$ cat config.mk
export PLATFORM = sky130hd
export DESIGN_NAME = fm_wm_adj_row_streamer_flat
export DESIGN_NICKNAME = d
export VERILOG_FILES = /design/src/rtl/fm_wm_adj_pkg.sv /design/src/rtl/fm_wm_adj_row_streamer_if.sv /design/src/rtl/fm_wm_adj_row_streamer_argmax.sv /design/src/rtl/fm_wm_adj_row_streamer.sv /design/src/flat_wrapper.sv
export SDC_FILE = /design/constraint.sdc
export NUM_CORES = 1
export LEC_CHECK = 0
export ABC_CLOCK_PERIOD_IN_PS = 1900
export CAP_MARGIN = 10
export CELL_PAD_IN_SITES_DETAIL_PLACEMENT = 1
export CELL_PAD_IN_SITES_GLOBAL_PLACEMENT = 2
export CORE_ASPECT_RATIO = 1.4
export CORE_MARGIN = 5
export CORE_UTILIZATION = 30
export CTS_BUF_LIST = sky130_fd_sc_hd__clkbuf_2
export CTS_CLUSTER_SIZE = 12
export DETAILED_ROUTE_END_ITERATION = 16
export PLACE_DENSITY_LB_ADDON = 0.1
export SYNTH_ARGS = -nofsm -noshare
export SYNTH_HDL_FRONTEND = slang
export SYNTH_SLANG_ARGS = --single-unit
$ cat constraint.sdc
create_clock -name clk -period 1.9 [get_ports clk]
set_input_delay 0.19 -clock clk [delete_from_list [all_inputs] [get_ports clk]]
set_output_delay 0.19 -clock clk [all_outputs]
set_load 0.03 [all_outputs]
$ cat src/rtl/fm_wm_adj_pkg.sv
// Shared types and default geometry for the FM*WM*ADJ result-row reader.
// Widths are the defaults shared with the result memory.
package fm_wm_adj_pkg;

   localparam int DEF_FEATURE_ROWS   = 6;
   localparam int DEF_WEIGHT_COLS    = 3;
   localparam int DEF_DOT_PROD_WIDTH = 16;
   localparam int DEF_FEATURE_WIDTH  = $clog2(DEF_FEATURE_ROWS);
   localparam int DEF_WEIGHT_WIDTH   = $clog2(DEF_WEIGHT_COLS);

   typedef enum logic [1:0] {
      IDLE   = 2'd0,
      FETCH  = 2'd1,
      STREAM = 2'd2,
      DONE   = 2'd3
   } state_e;

endpackage

$ cat src/rtl/fm_wm_adj_row_streamer_if.sv
// Output stream bundle of the row streamer (valid/ready, element plus its coordinates).
// Optional macro ROW_ARGMAX_EN adds the per-row argmax result signals.
interface fm_wm_adj_row_streamer_if
   import fm_wm_adj_pkg::*;
#(
   parameter int DW = DEF_DOT_PROD_WIDTH,
   parameter int FW = DEF_FEATURE_WIDTH,
   parameter int WW = DEF_WEIGHT_WIDTH
);
   logic [DW-1:0] out_data;
   logic [FW-1:0] out_row;
   logic [WW-1:0] out_col;
   logic          out_last;
   logic          out_valid;
   logic          out_ready;
`ifdef ROW_ARGMAX_EN
   logic [WW-1:0] argmax_idx;
   logic          argmax_valid;
`endif

   modport master (
`ifdef ROW_ARGMAX_EN
      output argmax_idx,
      output argmax_valid,
`endif
      output out_data,
      output out_row,
      output out_col,
      output out_last,
      output out_valid,
      input  out_ready
   );

   modport slave (
`ifdef ROW_ARGMAX_EN
      input  argmax_idx,
      input  argmax_valid,
`endif
      input  out_data,
      input  out_row,
      input  out_col,
      input  out_last,
      input  out_valid,
      output out_ready
   );
endinterface

$ cat src/rtl/fm_wm_adj_row_streamer_argmax.sv
// Per-row running signed maximum; reports the column of the largest element
// (lowest column wins ties) together with the row's final accepted beat.
module row_argmax_tracker #(
   parameter int DW   = 16,
   parameter int COLS = 3,
   parameter int WW   = 2
) (
   input  logic          clk,
   input  logic          rst,
   input  logic          hs_i,
   input  logic [DW-1:0] data_i,
   input  logic [WW-1:0] col_i,
   output logic [WW-1:0] argmax_idx_o,
   output logic          argmax_valid_o
);
   localparam logic [WW-1:0] COL_LAST = WW'(COLS - 1);

   logic signed [DW-1:0] max_q, max_d;
   logic [WW-1:0]        idx_q, idx_d;
   logic                 take;

   // compare current element against running max; column 0 always restarts the row
   always_comb begin
      take           = (col_i == '0) || ($signed(data_i) > max_q);
      max_d          = max_q;
      idx_d          = idx_q;
      if (hs_i && take) begin
         max_d = $signed(data_i);
         idx_d = col_i;
      end
      argmax_valid_o = hs_i && (col_i == COL_LAST);
      argmax_idx_o   = argmax_valid_o ? idx_d : idx_q;
   end

   // running max and index registers
   always_ff @(posedge clk or negedge rst) begin
      if (!rst) begin
         max_q <= '0;
         idx_q <= '0;
      end else begin
         max_q <= max_d;
         idx_q <= idx_d;
      end
   end
endmodule

$ cat src/rtl/fm_wm_adj_row_streamer.sv
// Reader-side sequencer for the result row memory: fetches each row into a
// local buffer and streams it one element per valid/ready beat.
// Optional macro ROW_ARGMAX_EN adds a per-row signed argmax tracker.
//
//   state  | meaning
//   IDLE   | waiting for start
//   FETCH  | read_row driven, row captured at the clock edge (one bubble per row)
//   STREAM | buffered row presented, one element per handshake
//   DONE   | one-cycle done pulse, then back to IDLE
module fm_wm_adj_row_streamer
   import fm_wm_adj_pkg::*;
#(
   parameter int FEATURE_ROWS   = DEF_FEATURE_ROWS,
   parameter int WEIGHT_COLS    = DEF_WEIGHT_COLS,
   parameter int DOT_PROD_WIDTH = DEF_DOT_PROD_WIDTH,
   parameter int FEATURE_WIDTH  = $clog2(FEATURE_ROWS),
   parameter int WEIGHT_WIDTH   = $clog2(WEIGHT_COLS)
) (
   input  logic                                         clk,
   input  logic                                         rst,
   input  logic                                         start,
   output logic [FEATURE_WIDTH-1:0]                     read_row,
   input  logic [WEIGHT_COLS-1:0][DOT_PROD_WIDTH-1:0]   mem_row_in,
   output logic                                         busy,
   output logic                                         done,
   fm_wm_adj_row_streamer_if.master                     strm
);
   localparam logic [FEATURE_WIDTH-1:0] ROW_LAST = FEATURE_WIDTH'(FEATURE_ROWS - 1);
   localparam logic [WEIGHT_WIDTH-1:0]  COL_LAST = WEIGHT_WIDTH'(WEIGHT_COLS - 1);

   state_e                                     state_q, state_d;
   logic [FEATURE_WIDTH-1:0]                   row_cnt_q, row_cnt_d;
   logic [FEATURE_WIDTH-1:0]                   read_row_q;
   logic [WEIGHT_WIDTH-1:0]                    col_cnt_q, col_cnt_d;
   logic [WEIGHT_COLS-1:0][DOT_PROD_WIDTH-1:0] buf_q;
   logic                                       hs, row_end, mat_end;

   assign hs      = (state_q == STREAM) && strm.out_ready;
   assign row_end = (col_cnt_q == COL_LAST);
   assign mat_end = row_end && (row_cnt_q == ROW_LAST);

   // state register
   always_ff @(posedge clk or negedge rst) begin
      if (!rst) state_q <= IDLE;
      else      state_q <= state_d;
   end

   // next-state logic; start only matters in IDLE
   always_comb begin
      state_d = state_q;
      unique case (state_q)
         IDLE:    if (start) state_d = FETCH;
         FETCH:   state_d = STREAM;
         STREAM:  if (hs && row_end) state_d = mat_end ? DONE : FETCH;
         DONE:    state_d = IDLE;
         default: state_d = IDLE;
      endcase
   end

   // row/column counters advance on accepted beats, explicit compare-and-clear wrap
   always_comb begin
      row_cnt_d = row_cnt_q;
      col_cnt_d = col_cnt_q;
      if (state_q == IDLE) begin
         row_cnt_d = '0;
         col_cnt_d = '0;
      end else if (hs) begin
         if (row_end) begin
            col_cnt_d = '0;
            row_cnt_d = mat_end ? '0 : row_cnt_q + FEATURE_WIDTH'(1);
         end else begin
            col_cnt_d = col_cnt_q + WEIGHT_WIDTH'(1);
         end
      end
   end

   // counters, row buffer capture and held read address
   always_ff @(posedge clk or negedge rst) begin
      if (!rst) begin
         row_cnt_q  <= '0;
         col_cnt_q  <= '0;
         read_row_q <= '0;
         buf_q      <= '0;
      end else begin
         row_cnt_q <= row_cnt_d;
         col_cnt_q <= col_cnt_d;
         if (state_q == FETCH) begin
            buf_q      <= mem_row_in;
            read_row_q <= row_cnt_q;
         end
      end
   end

   // outputs decoded from state; element outputs are zero outside STREAM
   always_comb begin
      read_row       = (state_q == FETCH) ? row_cnt_q : read_row_q;
      busy           = (state_q != IDLE);
      done           = (state_q == DONE);
      strm.out_valid = (state_q == STREAM);
      strm.out_data  = '0;
      strm.out_row   = '0;
      strm.out_col   = '0;
      strm.out_last  = 1'b0;
      if (state_q == STREAM) begin
         strm.out_data = buf_q[col_cnt_q];
         strm.out_row  = row_cnt_q;
         strm.out_col  = col_cnt_q;
         strm.out_last = mat_end;
      end
   end

`ifdef ROW_ARGMAX_EN
   row_argmax_tracker #(
      .DW   (DOT_PROD_WIDTH),
      .COLS (WEIGHT_COLS),
      .WW   (WEIGHT_WIDTH)
   ) u_argmax (
      .clk            (clk),
      .rst            (rst),
      .hs_i           (hs),
      .data_i         (strm.out_data),
      .col_i          (col_cnt_q),
      .argmax_idx_o   (strm.argmax_idx),
      .argmax_valid_o (strm.argmax_valid)
   );
`endif
endmodule
$ cat src/flat_wrapper.sv
// flat-port wrapper written by rule: the top's interface ports become plain ports
module fm_wm_adj_row_streamer_flat import fm_wm_adj_pkg::*;
#(
   parameter int FEATURE_ROWS   = DEF_FEATURE_ROWS,
   parameter int WEIGHT_COLS    = DEF_WEIGHT_COLS,
   parameter int DOT_PROD_WIDTH = DEF_DOT_PROD_WIDTH,
   parameter int FEATURE_WIDTH  = $clog2(FEATURE_ROWS),
   parameter int WEIGHT_WIDTH   = $clog2(WEIGHT_COLS)
)
  (clk, rst, start, read_row, mem_row_in, busy, done, strm_out_data, strm_out_row, strm_out_col, strm_out_last, strm_out_valid, strm_out_ready);
  fm_wm_adj_row_streamer_if strm_i ();
  input  logic clk;
  input  logic rst;
  input  logic start;
  output logic [FEATURE_WIDTH-1:0] read_row;
  input  logic [WEIGHT_COLS-1:0][DOT_PROD_WIDTH-1:0] mem_row_in;
  output logic busy;
  output logic done;
  output wire logic [$bits(strm_i.out_data)-1:0] strm_out_data;
  output wire logic [$bits(strm_i.out_row)-1:0] strm_out_row;
  output wire logic [$bits(strm_i.out_col)-1:0] strm_out_col;
  output wire logic [$bits(strm_i.out_last)-1:0] strm_out_last;
  output wire logic [$bits(strm_i.out_valid)-1:0] strm_out_valid;
  input wire logic [$bits(strm_i.out_ready)-1:0] strm_out_ready;
  assign strm_out_data = strm_i.out_data;
  assign strm_out_row = strm_i.out_row;
  assign strm_out_col = strm_i.out_col;
  assign strm_out_last = strm_i.out_last;
  assign strm_out_valid = strm_i.out_valid;
  assign strm_i.out_ready = strm_out_ready;
  fm_wm_adj_row_streamer #(.FEATURE_ROWS(FEATURE_ROWS), .WEIGHT_COLS(WEIGHT_COLS), .DOT_PROD_WIDTH(DOT_PROD_WIDTH), .FEATURE_WIDTH(FEATURE_WIDTH), .WEIGHT_WIDTH(WEIGHT_WIDTH)) u_core (.clk(clk), .rst(rst), .start(start), .read_row(read_row), .mem_row_in(mem_row_in), .busy(busy), .done(done), .strm(strm_i));
endmodule
==> results.py <==
metrics = {
    "die": {
        "dieArea_um2": 12400,
        "io_pins": 80,
        "die_h_um": 130,
        "rows": 43,
        "initial_core_util_pct": 30.9,
        "die_x_um": 95.5,
        "core_um2": 9950,
    },
    "critical_path": {
        "critPathArrivalTime_ns": 1.83,
        "reg2reg_setup_slack_ns": 0.13,
        "crit_fanout": 23,
        "reg2reg_from": "u_core.state_q[0]",
        "worst_r2r_endpoint": "u_core.buf_q[0]",
        "cp_data_required_time_ns": 1.71,
        "cp-end-kind": "primary output",
        "reg2reg_depth": 6,
        "start_kind": "flip-flop",
        "path_class": "reg -> out",
    },
    "global_routing": {
        "gr-total-overflow": 0,
        "grt_use_total_pct": 14.3,
        "grt_max_degree": 40,
        "grt_pass1_vias": 2432,
        "antenna_found_initial": 0,
        "grt_pass1_wl_um": 12900,
    },
    "layout": {
        "diodes": 0,
        "nFillCells": 1083,
        "area_growth_pct": 39.3,
        "layout_commonest_cell": "dfrtp_1",
        "final_cell_mix": "dfrtp_1 (58), clkdlybuf4s50_1 (50), mux2_4 (49)",
        "final_area_um2": 4280,
        "drive_gt1_share_pct": 41.4,
        "post-route-util_pct": 43.0,
        "final_nets": 382,
    },
    "cts": {
        "cts_made_buffers": 9,
        "htreeDepth": 3,
        "cts_root_buf": "clkbuf_2",
        "cts_sinks": 58,
        "clk_path_buf_depth": 2,
        "insertion_delay_ns": 0.46,
        "cts_tree": "done",
        "path_clk_slew_ns": 0.16,
    },
    "sta": {
        "final-setup-viol-count": 17,
        "skew_ns": 0.00986,
        "fin_crit_ns": 2.02,
        "finalMaxSlewViolations": 0,
        "tightest_slew_ns": 0.501,
        "holdWs_ns": 0.204,
        "fin_crit_sh_pct": 106,
        "grt_setup_unrepaired": "yes",
        "slew_headroom_pct": 66.6,
        "fmax_ghz": 0.495,
        "finalWorstSetupSlack_ns": -0.120,
        "hold_viol": 0,
    },
    "detailed_routing": {
        "route.detailed.drc": 0,
        "drt_pass1_iterations": 3,
        "drt-initial-drc-count": 38,
        "via_count": 2117,
        "routed_wl_um": 8290,
        "wl_per_cell_um": 17.7,
        "vias_per_cell": 4.52,
        "antenna_left": 0,
    },
    "power_and_ir_drop": {
        "power_per_cell_area_nw_per_um2": 1510,
        "power.leakage_nw": 1.87,
        "power_w": 0.00645,
        "vdd_drop_max_uv": 599,
    },
    "synthesis": {
        "synth_top_area_cell": "dfrtp_1",
        "syn_avg_cell_area_um2": 13.2,
        "synth_seq_cells": 58,
        "syn-num-nets": 287,
        "synth_seq_area_share_pct": 47.2,
        "synth_top_area_share_pct": 47.2,
        "synth_cell_types": 36,
        "yosys_warnings": 0,
        "synth_area_leaders": "dfrtp_1 (47%), mux2_4 (24%), mux2i_1 (5.5%), buf_6 (4.0%), nand2_1 (2.6%)",
        "synth_cells": 233,
        "synth_area_um2": 3070,
    },
    "run": {
        "drv.max_cap_violation_count": 0,
    },
    "place": {
        "dpl_cell_area_um2": 3940,
        "globalplace.congestion": 0.755,
        "place_ws_ns": 0.145,
        "place_hpwl_um": 5390,
        "io_buffer_count": 79,
    },
    "outcome": {
        "violations": "negative setup slack",
        "outcome": "finished, violations left",
    },
    "worst_hold_path": {
        "hold_path.class": "in -> async",
    },
}
[cells in the mapped netlist, drive strengths merged]
library cell,count
mux2i,17
nor2b,4
ha,2
mux2,51
and3b,1
and2,4
a22o,1
o211ai,2
a21oi,16
o21ai,2
inv,3
nand4b,1
or2,17
o31ai,1
a32oi,1
buf,15
nor2,3
nand3,6
clkbuf,1
dfrtp,58
a21o,1
nand2b,3
nand2,21
a311o,1
nand3b,1
[logic make-up (layout without fill, tap and decap cells)]
family	after synthesis	after routing	synth area share (%)
buffers and inverters	19	119	5.33
AO/OA/AOI/OAI	25	25	5.66
AND/OR/NAND/NOR	61	61	10.7
flip-flops	58	58	47.2
adder cells (fa/ha/maj)	2	2	0.814
multiplexers	68	68	30.2
[stage by stage]
step                std cells  TNS [ns]
finish                    468     -1.41
global route              468     -3.72
CTS                       466     -3.01
detailed placement        441         0
global placement          441         0
floorplan                 233         0
[critical path, cell delays in order (launching register included)]
cell and delay [ns]:
dfrtp_1 0.43, buf_12 0.18, nor2b_4 0.19, buf_6 0.15
nand2_1 0.07, a21oi_2 0.19, buf_6 0.16
[cell type report]
cell class	count	area (um2)	share of cell area, %
clock buffer	11	55.1	1.29
timing repair buffer	100	1050	24.5
tap	135	169	3.95
clock inverter	5	21.3	0.497
sequential	58	1450	33.9
multi-input combinational	156	1520	35.6
inverter	3	13.8	0.322
[flip-flops by register name, indices dropped and copies added, names as in the netlist]
register,cells
u_core.state_q,2
u_core.row_cnt_q,3
u_core.read_row_q,3
u_core.buf_q,48
u_core.col_cnt_q,2
[worst max path at each step]
| stage | start | end | slack (ns) |
|---|---|---|---|
| after floorplan | u_core.col_cnt_q[0] | strm_out_data[0] | 0.28 |
| final | u_core.col_cnt_q[0] | strm_out_data[7] | -0.12 |
| after detailed placement | u_core.state_q[0] | read_row[0] | 0.14 |
| after CTS | u_core.col_cnt_q[0] | strm_out_data[7] | -0.19 |
| after global placement | u_core.state_q[0] | read_row[0] | 0.19 |
| after global routing | u_core.col_cnt_q[0] | strm_out_data[10] | -0.24 |
[metal layers]
layer	vias to the layer above	global-route usage, %	wire length (um)
met3	11	3.29	330
li1	994	-	-
met1	1058	17.1	3520
met4	0	6.78	142
met5	-	0	0
met2	54	23.9	4300
[repair_timing]
item                                    4_1_cts  5_1_grt
endpoints found under the hold margin        19        0
hold buffers                                  1        0
pin swaps                                     1        1
setup buffers                                 5        2
gates cloned                                  3        0
gates resized for setup                      49       23
endpoints found under the setup margin       25       25
[power by group]
| group | total, W | switching [W] | internal, W |
|---|---|---|---|
| Sequential | 0.00216 | 0.000352 | 0.00181 |
| Clock | 0.000611 | 0.000444 | 0.000167 |
| Combinational | 0.00368 | 0.00162 | 0.00205 |
(Power assumes the default switching activity.)
